### src/rtl/itree_channel_scheduler.sv
// Purpose : round-robin scheduler sharing one i_tree anomaly datapath among NUM_CH channels.
// Latency : accept in T, tree strobe in T+1, result strobe in T+2+TREE_LAT, back in IDLE at T+3+TREE_LAT.
// Backpr. : one sample in flight; non-granted channels hold ch_valid/ch_data until their ch_ready pulse.
//
// Ports:
//   clk, reset (async, active-low)
//   ch_data/ch_valid/ch_ready  : per-channel sample request and one-hot accept pulse
//   flag_clear                 : per-channel clear of the sticky anomaly flags
//   tree_data_input/_valid     : sample and single-cycle strobe to the i_tree instance
//   tree_anomaly               : anomaly_detected back from the i_tree instance
//   result_valid/_ch/_anomaly  : one-cycle tagged result strobe
//   anomaly_flag               : sticky per-channel anomaly flags
//   busy                       : high whenever the FSM is not in IDLE
//   anomaly_cnt                : per-channel saturating 8-bit anomaly counters,
//                                present only when ITREE_SCHED_CNT_EN is defined
module itree_channel_scheduler #(
  parameter int NUM_CH   = 4,
  parameter int DATA_W   = 8,
  parameter int TREE_LAT = 1,
  parameter int CH_W     = $clog2(NUM_CH)
) (
  input  logic                     clk,
  input  logic                     reset,
  input  logic [NUM_CH*DATA_W-1:0] ch_data,
  input  logic [NUM_CH-1:0]        ch_valid,
  output logic [NUM_CH-1:0]        ch_ready,
  input  logic [NUM_CH-1:0]        flag_clear,
  output logic [DATA_W-1:0]        tree_data_input,
  output logic                     tree_data_valid,
  input  logic                     tree_anomaly,
  output logic                     result_valid,
  output logic [CH_W-1:0]          result_ch,
  output logic                     result_anomaly,
  output logic [NUM_CH-1:0]        anomaly_flag,
`ifdef ITREE_SCHED_CNT_EN
  output logic [NUM_CH*8-1:0]      anomaly_cnt,
`endif
  output logic                     busy
);

  // TREE_LAT is at most 15, so the loaded value TREE_LAT-1 fits in 4 bits.
  localparam int WCNT_W = 4;

  typedef enum logic [1:0] {
    IDLE   = 2'd0,
    ISSUE  = 2'd1,
    WAIT   = 2'd2,
    RESULT = 2'd3
  } state_t;

  state_t              state_q, state_d;
  logic [CH_W-1:0]     rr_ptr_q, rr_ptr_d;
  logic [CH_W-1:0]     grant_q, grant_d;
  logic [DATA_W-1:0]   data_q, data_d;
  logic [WCNT_W-1:0]   wcnt_q, wcnt_d;
  logic                res_anom_q, res_anom_d;
  logic [NUM_CH-1:0]   flag_q, flag_d;
  logic [NUM_CH-1:0]   flag_set;

  // Arbiter results
  logic                req_any;
  logic [CH_W-1:0]     grant_idx;
  logic [DATA_W-1:0]   grant_data;
  int                  arb_idx;
  logic [CH_W-1:0]     cand;

  // ---------------------------------------------------------------------------
  // Round-robin pick: scan offsets from the highest down so the smallest
  // offset from rr_ptr (the first requester at or after it) is assigned last.
  // ---------------------------------------------------------------------------
  always_comb begin
    req_any   = 1'b0;
    grant_idx = '0;
    arb_idx   = 0;
    cand      = '0;
    for (int k = NUM_CH - 1; k >= 0; k--) begin
      arb_idx = int'(rr_ptr_q) + k;
      if (arb_idx >= NUM_CH) begin
        arb_idx = arb_idx - NUM_CH;
      end
      cand = CH_W'(arb_idx);
      if (ch_valid[cand]) begin
        req_any   = 1'b1;
        grant_idx = cand;
      end
    end
  end

  always_comb begin
    grant_data = '0;
    for (int i = 0; i < NUM_CH; i++) begin
      if (grant_idx == CH_W'(i)) begin
        grant_data = ch_data[i*DATA_W +: DATA_W];
      end
    end
  end

  // ---------------------------------------------------------------------------
  // FSM next-state and outputs
  // ---------------------------------------------------------------------------
  always_comb begin
    state_d         = state_q;
    rr_ptr_d        = rr_ptr_q;
    grant_d         = grant_q;
    data_d          = data_q;
    wcnt_d          = wcnt_q;
    res_anom_d      = res_anom_q;
    ch_ready        = '0;
    tree_data_valid = 1'b0;
    result_valid    = 1'b0;
    flag_set        = '0;

    case (state_q)
      IDLE: begin
        if (req_any) begin
          ch_ready = NUM_CH'(1) << grant_idx;
          grant_d  = grant_idx;
          data_d   = grant_data;
          state_d  = ISSUE;
        end
      end
      ISSUE: begin
        tree_data_valid = 1'b1;
        wcnt_d          = WCNT_W'(TREE_LAT - 1);
        state_d         = WAIT;
      end
      WAIT: begin
        if (wcnt_q == '0) begin
          res_anom_d = tree_anomaly;
          state_d    = RESULT;
        end else begin
          wcnt_d = wcnt_q - 1'b1;
        end
      end
      RESULT: begin
        result_valid = 1'b1;
        if (res_anom_q) begin
          flag_set = NUM_CH'(1) << grant_q;
        end
        if (grant_q == CH_W'(NUM_CH - 1)) begin
          rr_ptr_d = '0;
        end else begin
          rr_ptr_d = grant_q + 1'b1;
        end
        state_d = IDLE;
      end
      default: begin
        state_d = IDLE;
      end
    endcase

    // Set has priority over a coincident clear of the same bit.
    flag_d = (flag_q & ~flag_clear) | flag_set;
  end

  always_ff @(posedge clk or negedge reset) begin
    if (!reset) begin
      state_q    <= IDLE;
      rr_ptr_q   <= '0;
      grant_q    <= '0;
      data_q     <= '0;
      wcnt_q     <= '0;
      res_anom_q <= 1'b0;
      flag_q     <= '0;
    end else begin
      state_q    <= state_d;
      rr_ptr_q   <= rr_ptr_d;
      grant_q    <= grant_d;
      data_q     <= data_d;
      wcnt_q     <= wcnt_d;
      res_anom_q <= res_anom_d;
      flag_q     <= flag_d;
    end
  end

  assign tree_data_input = data_q;
  assign result_ch       = grant_q;
  assign result_anomaly  = res_anom_q;
  assign anomaly_flag    = flag_q;
  assign busy            = (state_q != IDLE);

`ifdef ITREE_SCHED_CNT_EN
  // ---------------------------------------------------------------------------
  // Per-channel saturating anomaly counters. They increment on the same
  // condition that sets the sticky flag; a coincident clear restarts at 1.
  // ---------------------------------------------------------------------------
  logic [7:0] cnt_q [NUM_CH];
  logic [7:0] cnt_d [NUM_CH];

  always_comb begin
    for (int i = 0; i < NUM_CH; i++) begin
      cnt_d[i] = cnt_q[i];
      if (flag_clear[i]) begin
        cnt_d[i] = flag_set[i] ? 8'd1 : 8'd0;
      end else if (flag_set[i] && (cnt_q[i] != 8'hFF)) begin
        cnt_d[i] = cnt_q[i] + 8'd1;
      end
    end
  end

  always_ff @(posedge clk or negedge reset) begin
    if (!reset) begin
      for (int i = 0; i < NUM_CH; i++) begin
        cnt_q[i] <= '0;
      end
    end else begin
      for (int i = 0; i < NUM_CH; i++) begin
        cnt_q[i] <= cnt_d[i];
      end
    end
  end

  always_comb begin
    anomaly_cnt = '0;
    for (int i = 0; i < NUM_CH; i++) begin
      anomaly_cnt[i*8 +: 8] = cnt_q[i];
    end
  end
`endif

endmodule

### config.mk
export PLATFORM = sky130hd
export DESIGN_NAME = itree_channel_scheduler
export DESIGN_NICKNAME = d
export VERILOG_FILES = /design/src/rtl/itree_channel_scheduler.sv
export SDC_FILE = /design/constraint.sdc
export NUM_CORES = 1
export LEC_CHECK = 0
export BUFFER_PORTS_ARGS = -buffer_cell sky130_fd_sc_hd__buf_2
export CORE_ASPECT_RATIO = 1.5
export CORE_UTILIZATION = 42
export DETAILED_ROUTE_END_ITERATION = 12
export PLACE_DENSITY = 0.75
export SYNTH_ARGS = -nofsm -noshare
export SYNTH_HDL_FRONTEND = slang
export SYNTH_SLANG_ARGS = --single-unit
### constraint.sdc
create_clock -name clk -period 1.65 [get_ports clk]
set_input_delay 0.0825 -clock clk [delete_from_list [all_inputs] [get_ports clk]]
set_output_delay 0.0825 -clock clk [all_outputs]
set_load 0.02 [all_outputs]
==> summary.txt <==
Outcome
  – Run status: complete, but fails checks
  – Failing checks: setup timing

Worst setup path
  – Startpoint Class: flip-flop
  – Worst setup EP type: output port
  – Worst Setup Path Type: flip-flop to output port
  – CP Max Fanout: 6
  – R2r worst-path depth: 6
  – CP arrival: roughly 1800 ps
  – CP Data Required Time: between 1500 and 2000 ps
  – Setup slack, reg-to-reg: -110 ps
  – Crit Reg-Reg Startpoint: rr_ptr_q[1]$_DFFE_PN0P_
  – R2R Path End: tree_data_input[3]$_DFFE_PN0P_

CTS
  – Root buf cell: clkbuf_8
  – Clk_lat worst skew: around 270 ps
  – Number of H-tree levels: 1
  – CTS max path bufs: 2
  – Sink Count: 23
  – CTS tree: built
  – Worst-path clk slew: 90 ps
  – Inserted Clock Buffers: 3

Placement
  – Dpl ws: -118 ps
  – IO buf count: 64
  – Placer congestion estimate: approximately 0.74
  – Placed Instances: approximately 270
  – HPWL after DPL: around 2800 um

STA
  – Setup Skew: 5.72 ps
  – PnR worst setup slack: -178 ps
  – RSZ-0062 raised after global routing: yes
  – Tcrit/Tclk final: 111%
  – Worst Max-Slew Pin Slew: 519 ps
  – Rel. slew slack: between 60% and 70%
  – Slew Viols, Final: 0
  – Post-route minimum period: roughly 1800 ps
  – Number of setup violations in the final report: 13
  – Hold Vio Cnt, Final: 0
  – Fmax: roughly 550 MHz

Power and ir drop
  – Cell Pwr Density: about 1600 mW/mm^2
  – Leakage: about 1.1 nW
  – Worst IR Drop VDD: 0.975 mV

Route
  – Routed WL: about 4000 um
  – Top sig layer: met4
  – Vias after detailed routing: 1,538
  – WL met2: 2230 um
  – Metal1 wirelength: roughly 1500 um
  – Initial DRC Count: between 50 and 60
  – Vias per cell: 5.40
  – WL/cell: 14.1 um
  – Initial DRT Pass Iterations: 4
  – Post-route ant nets: 0
  – DR WL met3: approximately 200 um
  – DRC Markers: 0

Global route
  – GRT overflow: 0
  – First-pass GRT wire length: 6520 um
  – Initial antenna violation count: 0
  – Largest net degree at the start of global routing: 24
  – Total GRT Usage: 22.7%
  – Vias in the first global route: around 1,500

Synth
  – Post-synth top cells: 23 x dfrtp_1, 17 x nand2_1, 15 x a211oi_1, 13 x inv_1, 11 x o21ai_0
  – Unique masters post-synth: 35
  – Synth area leader: dfrtp_1
  – Synth top area cells: dfrtp_1 39%, a211oi_1 7.6%, ha_1 7.6%
  – FFs w/ async S/R, synth: 100%
  – Most frequent cell after synthesis: dfrtp_1
  – Seq/Total Area, Yosys: between 30% and 40%
  – Syn. warnings: 0
  – Gate Count Post-Synth: 155
  – Post-synth design cell area: approximately 0.0015 mm^2
  – Top cell type's share of synthesized area: about 39%
  – Synthesized area per cell: 9.53 um^2
  – EDFF count, synth: 0
  – Synthesis-stage register bit count: 23
  – Mapped Nets: 207
  – Predominant post-synthesis flop cell: dfrtp_1

Min path
  – WHS Path Cells: 2
  – Hold path start: flag_clear[3]
  – Worst hold path class: primary input to flip-flop
  – WHS Endpoint: anomaly_flag[3]$_DFF_PN0_

Floorplan
  – Chip height: 74.6 um
  – Core area: around 0.0034 mm^2
  – Number of I/O pins: between 60 and 70
  – Rows: 26
  – Total die area: approximately 0.0038 mm^2
  – Initial Util: approximately 44%
  – Die width: 50.4 um

Layout
  – Layout cells sized above 1: ~51%
  – Finished Layout Cells: approximately 290
  – Layout area overhead: 50.7%
  – Multi-input logic area: 976 um^2
  – FF+latch area: just under 600 um^2
  – Number of fill cells in the layout: between 200 and 300
  – Diode count: 0
  – Final nets: roughly 300

Run
  – Max_cap viols: 0
## routing by layer
layer | GRT usage (%) | up-vias
li1 | - | 732
met1 | 24.2 | 723
met2 | 44.9 | 72
met3 | 2.02 | 11
met4 | 9.26 | 0
met5 | 0 | -
## layout by cell type, fill, tap and decap left out, types with 2 or more instances in the layout
cell type      instances
dlygate4sd3_1          4
ha_1                   7
clkbuf_8               3
mux2i_1                9
nand2_1               17
nor3_1                 8
a211oi_2              12
o21ai_0               11
buf_6                  4
nand3_1                4
dfrtp_1               22
nand2b_1               3
inv_2                  2
a21oi_1                2
inv_1                 11
a211oi_1               4
buf_4                 18
a311o_2                2
mux2_2                 2
nor2_4                 3
nor2_1                 9
buf_2                 61
## kinds of logic after synthesis
kind of cell               synth area share (%)
and+or+nand+nor                            18.0
AOI/OAI and AO/OA                          19.2
DFF                                        39.0
buffers and inverters                      6.44
muxes                                      9.15
adders and majority gates                  7.63
xor gates and xnor gates                  0.593
## registers in the layout (all words and copies together), names as in the netlist
name / flops
result_anomaly: 1
rr_ptr_q: 2
result_ch: 2
anomaly_flag: 4
wcnt_q: 4
tree_data_input: 8
state_q: 2
## worst max-delay path: stages (launching register included)
cell and delay (ps):
dfrtp_2 440, mux2i_4 270, nor2_4 50, a311o_4 360
and3b_1 240, buf_6 120
## report_power, final
| group | leakage [nW] | internal [mW] | total (mW) | switching [mW] |
|---|---|---|---|---|
| Sequential | 0.282 | 0.784 | 0.950 | 0.166 |
| Combinational | 0.764 | 0.996 | 2.25 | 1.25 |
| Clock | 0.0228 | 0.173 | 0.359 | 0.187 |
| Total | 1.07 | 1.95 | 3.56 | 1.60 |
## timing repair
action	in CTS	in global routing
endpoints found under the setup margin	12	18
cloned	2	0
buffers inserted	5	2
hold endpoints to repair	26	0
hold buffers	4	0
gates resized for setup	12	24
pin swaps	8	13
## stage by stage
stage | util (%) | total power [mW] | setup TNS [ps] | hold WS (ps) | cell area (um^2)
5_1_grt | 65.8 | 3.79 | -1790 | 23.3 | 2220
3_3_place_gp | 56.6 | 2.77 | -300 | 92.1 | 1910
2_1_floorplan | - | 2.23 | -42.6 | -213 | 1500
3_5_place_dp | 56.6 | 2.80 | -816 | 97.1 | 1910
6_report | 65.8 | 3.56 | -1180 | 21.4 | 2220
4_1_cts | 62.1 | 3.36 | -1250 | 7.15 | 2100
## cell type report
type | instances | share of cell area (%)
Inverter | 13 | 2.19
Multi-Input combinational cell | 116 | 43.9
Tap cell | 42 | 2.36
Sequential cell | 23 | 25.9
Clock buffer | 4 | 2.02
Timing Repair Buffer | 87 | 23.6
## worst max path at each step
stage	start	to	slack [ps]	depth (start not counted)
floorplan	rr_ptr_q[1]$_DFFE_PN0P_	tree_data_input[0]$_DFFE_PN0P_	-8	7
global placement	rr_ptr_q[1]$_DFFE_PN0P_	tree_data_input[5]$_DFFE_PN0P_	-80	5
detailed placement	rr_ptr_q[1]$_DFFE_PN0P_	tree_data_input[2]$_DFFE_PN0P_	-120	5
CTS	rr_ptr_q[1]$_DFFE_PN0P_	ch_ready[3]	-210	5
global route	rr_ptr_q[1]$_DFFE_PN0P_	ch_ready[3]	-230	5
finish	rr_ptr_q[1]$_DFFE_PN0P_	ch_ready[3]	-180	5
Power figures use the tool's default switching activity.
